## config.mk

```make
export PLATFORM = sky130hd
export DESIGN_NAME = fetch_unit_flat
export DESIGN_NICKNAME = d
export VERILOG_FILES = /design/src/rtl/fetch_unit_if.sv /design/src/rtl/fetch_unit.sv /design/src/flat_wrapper.sv
export SDC_FILE = /design/constraint.sdc
export NUM_CORES = 1
export LEC_CHECK = 0
export ABC_AREA = 0
export CAP_MARGIN = 30
export CORE_ASPECT_RATIO = 1.1
export CORE_MARGIN = 5
export CORE_UTILIZATION = 60
export CTS_CLUSTER_DIAMETER = 40
export CTS_CLUSTER_SIZE = 16
export DETAILED_ROUTE_END_ITERATION = 7
export GPL_ROUTABILITY_DRIVEN = 0
export PLACE_DENSITY = 0.91
export REMOVE_ABC_BUFFERS = 1
export SYNTH_ARGS = -nofsm -noshare
export SYNTH_HDL_FRONTEND = slang
export SYNTH_SLANG_ARGS = --single-unit
export TNS_END_PERCENT = 5
```

## constraint.sdc

```tcl
create_clock -name clk -period 10.66 [get_ports clk]
set_clock_uncertainty 0.05 [all_clocks]
set_input_delay 2.665 -clock clk [delete_from_list [all_inputs] [get_ports clk]]
set_output_delay 2.665 -clock clk [all_outputs]
set_load 0.02 [all_outputs]
```

## src/rtl/fetch_unit_if.sv

```systemverilog
// fetch_unit_if: imem req/gnt/rvalid bus, execute redirect and decode valid/ready handshake bundled for fetch_unit
interface fetch_unit_if;
  logic        imem_req;
  logic [31:0] imem_addr;
  logic        imem_gnt;
  logic        imem_rvalid;
  logic [31:0] imem_rdata;
  logic        redirect_valid;
  logic [31:0] redirect_pc;
  logic        instr_valid;
  logic [31:0] instr;
  logic [31:0] instr_pc;
  logic        instr_ready;
  modport master (
    output imem_req, imem_addr, instr_valid, instr, instr_pc,
    input  imem_gnt, imem_rvalid, imem_rdata, redirect_valid, redirect_pc, instr_ready
  );
  modport slave (
    input  imem_req, imem_addr, instr_valid, instr, instr_pc,
    output imem_gnt, imem_rvalid, imem_rdata, redirect_valid, redirect_pc, instr_ready
  );
endinterface

```

## src/rtl/fetch_unit.sv

```systemverilog
// fetch_unit: fetch PC, imem word requests, response FIFO to decode with redirect flush/squash; ports clk, rst_n (sync active-low), bus (fetch_unit_if.master)
module fetch_unit #(
  parameter logic [31:0] RESET_PC = 32'h0000_0000,
  parameter int          DEPTH    = 4
) (
  input  logic          clk,
  input  logic          rst_n,
  fetch_unit_if.master  bus
);
  localparam int CW = $clog2(DEPTH) + 1;
  localparam int PW = DEPTH > 1 ? $clog2(DEPTH) : 1;
  localparam logic [31:0] NOP = 32'h0000_0013;
  logic [31:0] fpc, resp_pc;
  logic [CW-1:0] outstanding, squash_cnt, count;
  logic [PW-1:0] wptr, rptr;
  logic [31:0] fifo_instr [DEPTH];
  logic [31:0] fifo_pc [DEPTH];
  logic credit, grant, rv, push, pop, nonempty;
  logic [CW:0] used;
  always_comb begin
    used = {1'b0, outstanding} + {1'b0, count};
    credit = used < (CW+1)'(DEPTH);
    nonempty = count != '0;
    rv = bus.imem_rvalid & (outstanding != '0);
    grant = bus.imem_req & bus.imem_gnt;
    push = rv & (squash_cnt == '0) & ~bus.redirect_valid;
    pop = bus.instr_valid & bus.instr_ready;
  end
  assign bus.imem_req = rst_n & credit & ~bus.redirect_valid;
  assign bus.imem_addr = fpc;
  assign bus.instr_valid = nonempty & ~bus.redirect_valid;
  assign bus.instr = nonempty ? fifo_instr[rptr] : NOP;
  assign bus.instr_pc = nonempty ? fifo_pc[rptr] : 32'h0;
  always_ff @(posedge clk) begin
    if (!rst_n) begin
      fpc <= RESET_PC;
      resp_pc <= RESET_PC;
      outstanding <= '0;
      squash_cnt <= '0;
      count <= '0;
      wptr <= '0;
      rptr <= '0;
    end else if (bus.redirect_valid) begin
      fpc <= {bus.redirect_pc[31:2], 2'b00};
      resp_pc <= {bus.redirect_pc[31:2], 2'b00};
      outstanding <= outstanding - CW'(rv);
      squash_cnt <= outstanding - CW'(rv);
      count <= '0;
      wptr <= '0;
      rptr <= '0;
    end else begin
      fpc <= grant ? fpc + 32'd4 : fpc;
      outstanding <= outstanding + CW'(grant) - CW'(rv);
      squash_cnt <= (rv && squash_cnt != '0) ? squash_cnt - 1'b1 : squash_cnt;
      count <= count + CW'(push) - CW'(pop);
      if (push) begin
        fifo_instr[wptr] <= bus.imem_rdata;
        fifo_pc[wptr] <= resp_pc;
        resp_pc <= resp_pc + 32'd4;
        wptr <= (wptr == PW'(DEPTH-1)) ? '0 : wptr + 1'b1;
      end
      if (pop) rptr <= (rptr == PW'(DEPTH-1)) ? '0 : rptr + 1'b1;
    end
  end
endmodule

```

## src/flat_wrapper.sv

```systemverilog
// flat-port wrapper written by rule: the top's interface ports become plain ports
module fetch_unit_flat 
#(
  parameter logic [31:0] RESET_PC = 32'h0000_0000,
  parameter int          DEPTH    = 4
)
  (clk, rst_n, bus_imem_req, bus_imem_addr, bus_instr_valid, bus_instr, bus_instr_pc, bus_imem_gnt, bus_imem_rvalid, bus_imem_rdata, bus_redirect_valid, bus_redirect_pc, bus_instr_ready);
  fetch_unit_if bus_i ();
  input  logic clk;
  input  logic rst_n;
  output wire logic [$bits(bus_i.imem_req)-1:0] bus_imem_req;
  output wire logic [$bits(bus_i.imem_addr)-1:0] bus_imem_addr;
  output wire logic [$bits(bus_i.instr_valid)-1:0] bus_instr_valid;
  output wire logic [$bits(bus_i.instr)-1:0] bus_instr;
  output wire logic [$bits(bus_i.instr_pc)-1:0] bus_instr_pc;
  input wire logic [$bits(bus_i.imem_gnt)-1:0] bus_imem_gnt;
  input wire logic [$bits(bus_i.imem_rvalid)-1:0] bus_imem_rvalid;
  input wire logic [$bits(bus_i.imem_rdata)-1:0] bus_imem_rdata;
  input wire logic [$bits(bus_i.redirect_valid)-1:0] bus_redirect_valid;
  input wire logic [$bits(bus_i.redirect_pc)-1:0] bus_redirect_pc;
  input wire logic [$bits(bus_i.instr_ready)-1:0] bus_instr_ready;
  assign bus_imem_req = bus_i.imem_req;
  assign bus_imem_addr = bus_i.imem_addr;
  assign bus_instr_valid = bus_i.instr_valid;
  assign bus_instr = bus_i.instr;
  assign bus_instr_pc = bus_i.instr_pc;
  assign bus_i.imem_gnt = bus_imem_gnt;
  assign bus_i.imem_rvalid = bus_imem_rvalid;
  assign bus_i.imem_rdata = bus_imem_rdata;
  assign bus_i.redirect_valid = bus_redirect_valid;
  assign bus_i.redirect_pc = bus_redirect_pc;
  assign bus_i.instr_ready = bus_instr_ready;
  fetch_unit #(.RESET_PC(RESET_PC), .DEPTH(DEPTH)) u_core (.clk(clk), .rst_n(rst_n), .bus(bus_i));
endmodule
```

Yosys cells after proc, flatten, opt, wreduce, memory -nomap -nowiden
Memories as Yosys holds them, arrays and structs flattened. A register that Yosys moved wholly into a read port is not among the register bits.
Index checks and enable logic that the tools add are counted.

cells by class
  add/subtract/negate cells = 11
  order comparisons = 1
  equality and inequality tests = 2
  muxes and demuxes = 19
  bitwise operators = 10
  reduce and logical (&&, ||, !) cells = 9

operator list
  cell                                                        number
  2-to-1 mux 32 bit                                           6
  adder 32 x 3 -> 32 bit, second input constant               2
  2-to-1 mux 2 bit                                            6
  2-to-1 mux 3 bit                                            3
  nonzero test 3 bit                                          3
  subtractor 3 x 1 -> 3 bit                                   3
  AND 1 bit                                                   8
  adder 3 x 1 -> 3 bit                                        2
  nonzero test 2 bit                                          3
  adder 2 x 1 -> 2 bit, second input constant                 2
  adder 3 x 3 -> 4 bit                                        1
  == test 2 bit, second input constant                        2
  less-than comparator 4 x 3 -> 1 bit, second input constant  1
  2-to-1 mux 1 bit                                            4
  logical NOT 3 bit                                           1
  subtractor 3 x 1 -> 3 bit, second input constant            1
  inverter 1 bit                                              2
  OR reduction 2 bit                                          1
  logical AND 1 bit                                           1

word-level totals
  bits in registers = 77
  bits in writable memories = 256
  input port bits = 70
  memories kept = 2

memories
  memory             depth  bits a word  read ports  clocked after Yosys merged registers in  write ports  line              RTL
  u_core.fifo_instr  4      32           1           1                                        1            fetch_unit.sv:16  logic [31:0] fifo_instr [DEPTH];
  u_core.fifo_pc     4      32           1           1                                        1            fetch_unit.sv:17  logic [31:0] fifo_pc [DEPTH];

Logic depth before layout (Yosys ltp)
Gate-level depths: netlist of the first run.

  word-level depth = 8
  depth in mapped cells = 11
  mapped depth without buffers = 10

Worst setup path before layout of the first run
OpenSTA, ideal clock, no wires.

  path type = input -> output
  start = input bus_redirect_valid
  end = output bus_imem_req
  data arrival time = 3.355 ns
  data required time = 7.945 ns
  slack = 4.590 ns
  stages = 3
  cells stage by stage = clkbuf_1 and2b_1 and3_1

on the way
  longest elaborated chain between the ends = 2

ends and longest elaborated chain
  what                line                RTL
  start: declaration  flat_wrapper.sv:19  input wire logic [$bits(bus_i.redirect_valid)-1:0] bus_redirect_valid;
  inverter 1 bit      fetch_unit.sv:29    assign bus.imem_req = rst_n & credit & ~bus.redirect_valid;
  AND 1 bit           fetch_unit.sv:29
  end: declaration    flat_wrapper.sv:11  output wire logic [$bits(bus_i.imem_req)-1:0] bus_imem_req;

Every way passes these cells.

Worst setup path in the final report of the first run
  start = input rst_n
  end = output bus_imem_req

on the way
  longest elaborated chain between the ends = 2

ends and longest elaborated chain
  what                     line                RTL
  start: declaration       flat_wrapper.sv:10  input logic rst_n;
  AND 1 bit (2 in series)  fetch_unit.sv:29

Every way passes these cells.

==> flow_summary.ini, run 1 <==
[status]
status = finished clean

[power_and_ir_drop]
leakagePower_nw = 5.29
vdd_drop_max_v = 0.000112
power_density_nw_per_um2 = 179
p_total_mw = 2.97

[routing]
drtPass1Iterations = 6
avgRoutedWirePerCell_um = 21.9
vias = 8659
detail-route-antenna-nets = 0
viasPerCell = 6.22
drc_errors = 0
routed_wl_um = 30500
first_iter_violations = 854

[sta]
fin_crit_ns = 7.34
period_share_pct = 68.9
final_hold_viol_count = 0
rsz0062_at_grt = no
max_freq_ghz = 0.136
max_slew_margin_pct = 35.8
slew_violations = 0
fin_tns_setup_ns = 0
max_slew.worst_pin.slew_ns = 0.963
finalSetupViolCount = 0

[global_routing]
grt_usage_pct = 23.3
grt_first_pass_wirelength_um = 47500
grt_pass1_vias = 8644
antenna_found_initial = 0
grt_overflow = 0
grt_start_max_net_pins = 63

[cts]
clk_pin_slew_worst_paths_ns = 0.06
holdBufCountCts = 0
htree_num_levels = 2
cts_resized = 0
cts_setup_buffers = 0
clockBufferDepth = 3
worstSkewPairLatency_ns = 0.51
clock-root-buffer = clkbuf_16
numCtsBuffers = 35
cts.sinks = 323
cts_tree = yes

[synthesis]
synth_xor_area_share_pct = 2.59
yosysUniqueCellTypes = 63
synth-simple-area-share_pct = 11.0
yosys_warnings = 0
ys.flop_type = edfxtp_1
syn_area_um2 = 13500
synthCells = 910
synth_compound_area_share_pct = 5.30
async_flop_share_pct = 0
synth-seq-area-share_pct = 66.1
synth_edf_count = 248
synth_top_family_by_area = simple AND/OR/NAND/NOR gates
ys_ff_latch = 323
synth_adder_area_share_pct = 1.87
syn_avg_cell_area_um2 = 14.9
synthMuxAreaShare_pct = 10.9

[critical_path]
critPathCaptureType = output port
path_max_fanout = 37
ff2ff_setup_slack_ns = 7.33
cp_common_cell = clkdlybuf4s50_1
cp_num_buf_inv = 3
start_kind = input pin
arrival_ns = 4.63
reg2reg_depth = 7
crit_family = buffers and inverters
path_cells = clkdlybuf4s50_1 > buf_4 > and2b_1 > and3_1 > clkdlybuf4s50_1
required_ns = 7.95
r2r_start = u_core.outstanding[2]$_SDFF_PN0_
critical_path_class = input pin to output port
r2r_end = u_core.bus.imem_addr[29]$_SDFFE_PN0P_
max_stage_delay_ns = 0.61
slowest_stage = clkdlybuf4s50_1

[hold_path]
hold_depth = 2
hold-path-endpoint = u_core.bus.imem_addr[31]$_SDFFE_PN0P_
hp-start = u_core.bus.imem_addr[31]$_SDFFE_PN0P_
holdCritPathClass = flip-flop to flip-flop

[layout]
seqCellArea_um2 = 8950
drive_gt1_share_pct = 14.8
layout.nets = 1162
final_cell_mix = 248 x edfxtp_1, 161 x clkdlybuf4s50_1, 73 x dfxtp_1, 62 x mux4_2, 61 x nor2b_1
multi_input_area_um2 = 4310
area_growth_syn_to_layout_pct = 22.6
n_antenna_cell = 0
n_fill_cell = 1297
layout_commonest_cell = edfxtp_1

[floorplan]
die-area_um2 = 25700
die_h_um = 168
start_util_pct = 61.1
io_pins = 168
num_rows = 57
design.core.area_um2 = 22200
dieWidth_um = 153

[job]
maxCapViolations = 0

[placed_design]
portBuffers = 161
dp_hpwl_um = 18600
cell families (layout without fill, tap and decap cells):
group                      after synthesis  in the layout
adders and majority gates               19             19
muxes                                   69             69
and+or+nand+nor                        264            264
AOI/OAI and AO/OA                      120            120
DFF                                    323            323
buffers and inverters                   74            259
other                                    1              4
xor gates and xnor gates                40             40
routing by layer:
metal,up-vias,track usage (%),wire length (um)
met3,95,4.36,2500
li1,3816,-,-
met2,510,39.9,15200
met4,0,6.78,995
met5,-,0,0
met1,4238,30.9,11800
sequential cells by signal, summed over array words and instances, names as in the netlist, named ones only:
register and cells:
u_core.rptr 2, u_core.resp_pc 30, u_core.wptr 2, u_core.fifo_pc 120
u_core.fifo_instr 128, u_core.bus.imem_addr 30, u_core.count 3, u_core.outstanding 3
u_core.squash_cnt 3
worst min-delay path: stages, from the launching register on:
cell and delay [ns]:
dfxtp_1 0.34, nand3_1 0.07, nand3_1 0.06
where the power goes:
group / switching [mW] / internal, mW
registers: 0.0431 / 1.40
clock network: 0.503 / 0.721
logic: 0.169 / 0.134
through the flow:
stage / hold WS [ns] / setup WS [ns] / std cells / utilization (%) / cell area (um^2)
5_1_grt: 0.503 / 3.22 / 1393 / 74.9 / 16600
3_5_place_dp: 0.453 / 3.36 / 1331 / 69.5 / 15400
4_1_cts: 0.462 / 3.34 / 1393 / 74.9 / 16600
6_report: 0.470 / 3.32 / 1393 / 74.9 / 16600
2_1_floorplan: 0.424 / 3.91 / 863 / - / 13300
3_3_place_gp: 0.438 / 3.36 / 1330 / 69.5 / 15400
cell type report:
cell class	instances	share of cell area (%)
Tap cell	295	2.22
Multi-Input combinational cell	516	25.9
Timing Repair Buffer	173	10.3
Clock inverter	23	1.50
Inverter	24	0.542
Clock buffer	39	5.62
Sequential cell	323	53.9
cells in the mapped netlist (3+ instances only):
| library cell | count | area, um^2 |
|---|---|---|
| mux2i_1 | 4 | 40.0 |
| or4_1 | 5 | 37.5 |
| dfxtp_1 | 75 | 1500 |
| nand4_1 | 24 | 150 |
| o31ai_1 | 3 | 22.5 |
| nor2b_1 | 61 | 382 |
| xnor2_1 | 21 | 184 |
| and4_1 | 4 | 35.0 |
| o21ai_0 | 34 | 170 |
| nand3_1 | 25 | 125 |
| o311ai_0 | 3 | 26.3 |
| edfxtp_1 | 248 | 7450 |
| ha_1 | 17 | 213 |
| and2_1 | 9 | 56.3 |
| or2_2 | 5 | 31.3 |
| xor2_1 | 19 | 166 |
| or3_1 | 9 | 56.3 |
| and3_1 | 12 | 75.1 |
| mux4_2 | 62 | 1400 |
| nor4_1 | 8 | 50.1 |
| a211oi_1 | 3 | 22.5 |
| nand2_1 | 49 | 184 |
| mux2_2 | 3 | 33.8 |
| nor2_1 | 27 | 101 |
| a21oi_1 | 43 | 215 |
| buf_4 | 4 | 30.0 |
| buf_2 | 10 | 50.1 |
| nor3_1 | 10 | 50.1 |
| o211ai_1 | 5 | 37.5 |
| a31oi_1 | 14 | 87.6 |
| clkbuf_1 | 34 | 128 |
| inv_1 | 22 | 82.6 |
how the worst max path moves through the flow:
| stage | startpoint | end | slack [ns] | cells after the start |
|---|---|---|---|---|
| after floorplan | u_core.count[1]$_SDFF_PP0_ | bus_instr_valid | 3.91 | 2 |
| after global placement | rst_n | bus_imem_req | 3.36 | 5 |
| after detailed placement | rst_n | bus_imem_req | 3.36 | 5 |
| after CTS | rst_n | bus_imem_req | 3.34 | 5 |
| after global routing | rst_n | bus_imem_req | 3.22 | 5 |
| final | rst_n | bus_imem_req | 3.32 | 5 |
Power figures use the tool's default switching activity.
==> run 2, diff against run 1 <==
--- a/config.mk
+++ b/config.mk
@@ -9,12 +9,12 @@
 export CAP_MARGIN = 30
 export CORE_ASPECT_RATIO = 1.1
 export CORE_MARGIN = 5
-export CORE_UTILIZATION = 60
+export CORE_UTILIZATION = 50
 export CTS_CLUSTER_DIAMETER = 40
 export CTS_CLUSTER_SIZE = 16
 export DETAILED_ROUTE_END_ITERATION = 7
 export GPL_ROUTABILITY_DRIVEN = 0
-export PLACE_DENSITY = 0.91
+export PLACE_DENSITY = 0.82
 export REMOVE_ABC_BUFFERS = 1
 export SYNTH_ARGS = -nofsm -noshare
 export SYNTH_HDL_FRONTEND = slang
==> constraint.sdc (replaced) <==
create_clock -name clk -period 6.6 [get_ports clk]
set_clock_uncertainty 0.05 [all_clocks]
set_input_delay 1.65 -clock clk [delete_from_list [all_inputs] [get_ports clk]]
set_output_delay 1.65 -clock clk [all_outputs]
set_load 0.02 [all_outputs]
==> flow_summary.ini, run 2 (synthesis results as in run 1) <==
[global_routing]
antenna_found_initial = 0
grt_overflow = 0
grt_pass1_vias = 8497
grt_start_max_net_pins = 64
grt_usage_pct = 19.2
grt_first_pass_wirelength_um = 46600

[layout]
final_cell_mix = 248 x edfxtp_1, 161 x clkdlybuf4s50_1, 73 x dfxtp_1, 62 x mux4_2, 61 x nor2b_1
largest_reg_flops = 128
n_antenna_cell = 0
multi_input_area_um2 = 4310
layout.nets = 1168
n_fill_cell = 1930
regMostFlops = u_core.fifo_instr
layout_commonest_cell = edfxtp_1
utilization_pct = 62.8
top_regs = u_core.fifo_instr (128), u_core.fifo_pc (120)
drive_gt1_share_pct = 15.7
area_growth_syn_to_layout_pct = 24.6
seqCellArea_um2 = 8950

[critical_path]
start_kind = input pin
crit_family = buffers and inverters
path_cells = clkdlybuf4s50_1 > and2b_1 > and3_1 > clkdlybuf4s50_1
cp-startpoint = bus_redirect_valid
r2r_end = u_core.bus.imem_addr[25]$_SDFFE_PN0P_
crit_cells = 4
arrival_ns = 3.31
r2r_start = u_core.outstanding[2]$_SDFF_PN0_
ff2ff_setup_slack_ns = 3.28
path_max_fanout = 8
reg2reg_depth = 7
slowest_stage = clkdlybuf4s50_1
required_ns = 4.90
critPathCaptureType = output port
max_stage_delay_ns = 0.60
cp_num_buf_inv = 2
cp_common_cell = clkdlybuf4s50_1
critical_path_class = input pin to output port
setup.worst_path.end = bus_imem_req

[routing]
drc_errors = 0
drtPass1Iterations = 7
detail-route-antenna-nets = 0
viasPerCell = 5.73
vias = 8375
routed_wl_um = 30000
avgRoutedWirePerCell_um = 20.5
first_iter_violations = 818

[cts]
clk_pin_slew_worst_paths_ns = 0.05
cts_tree = yes
holdBufCountCts = 0
clock-root-buffer = clkbuf_16
worstSkewPairLatency_ns = 0.51
cts.sinks = 323
cts_resized = 0
numCtsBuffers = 35
cts_setup_buffers = 0
htree_num_levels = 2
clockBufferDepth = 3

[sta]
max_freq_ghz = 0.200
max_slew.worst_pin.slew_ns = 0.903
period_share_pct = 75.9
final_hold_viol_count = 0
slew_violations = 0
finalSetupViolCount = 0
max_slew_margin_pct = 39.8
fin_tns_setup_ns = 0
rsz0062_at_grt = no
fin_crit_ns = 5.01

[floorplan]
start_util_pct = 50.4
die_h_um = 183
die-area_um2 = 30500
design.core.area_um2 = 26900
num_rows = 63
dieWidth_um = 167
io_pins = 168

[power_and_ir_drop]
leakagePower_nw = 5.39
vdd_drop_max_v = 0.000197
power_density_nw_per_um2 = 295

[placed_design]
portBuffers = 161
dp_hpwl_um = 19000

[status]
status = finished clean

[job]
maxCapViolations = 0

[hold_path]
holdCritPathClass = flip-flop to flip-flop
run 2: metal layers:
layer / up-vias / routed length (um) / GRT usage [%]
met1: 4175 / 12400 / 26.0
li1: 3832 / - / -
met3: 50 / 1990 / 3.79
met5: - / 0 / 0
met2: 318 / 14800 / 31.7
met4: 0 / 739 / 5.99
run 2: worst min-delay path, stage by stage (launching register included):
cell     delay (ns)
dfxtp_1        0.33
o21ai_0        0.08
a21oi_1        0.06
run 2: area by class of cell:
cell class | instances | area share (%)
multi-input cells | 516 | 25.5
clock inverters | 21 | 2.04
clock buffers | 42 | 5.71
well taps | 357 | 2.65
repair buffers | 179 | 10.5
flip-flops and latches | 323 | 53.0
inverters | 24 | 0.533
run 2: through the flow:
step	area [um^2]	cells	total power [mW]	setup WS (ns)	hold slack (ns)
floorplan	13300	863	2.64	0.709	0.424
global placement	15500	1397	2.84	1.62	0.442
detailed placement	15500	1397	2.85	1.61	0.468
CTS	16800	1460	5.02	1.57	0.477
global route	16900	1462	5.17	1.53	0.508
finish	16900	1462	4.98	1.59	0.475
run 2: power breakdown:
part / total (mW) / leakage [nW] / internal, mW / switching [mW]
registers: 2.33 / 2.87 / 2.26 / 0.0688
clock network: 2.17 / 0.632 / 1.37 / 0.795
logic: 0.490 / 1.89 / 0.221 / 0.269
run 2: worst min-delay path by stage:
stage                                            end                                   from  cells after the start
6_report                 u_core.wptr[1]$_SDFFE_PP0P_            u_core.wptr[1]$_SDFFE_PP0P_                      2
5_1_grt              u_core.fifo_pc[2][31]$_DFFE_PP_        u_core.resp_pc[31]$_SDFFE_PN0P_                      0
4_1_cts                  u_core.wptr[1]$_SDFFE_PP0P_            u_core.wptr[1]$_SDFFE_PP0P_                      2
3_5_place_dp             u_core.wptr[1]$_SDFFE_PP0P_            u_core.wptr[1]$_SDFFE_PP0P_                      2
3_3_place_gp   u_core.bus.imem_addr[31]$_SDFFE_PN0P_  u_core.bus.imem_addr[31]$_SDFFE_PN0P_                      2
2_1_floorplan        u_core.fifo_pc[0][31]$_DFFE_PP_        u_core.resp_pc[31]$_SDFFE_PN0P_                      0
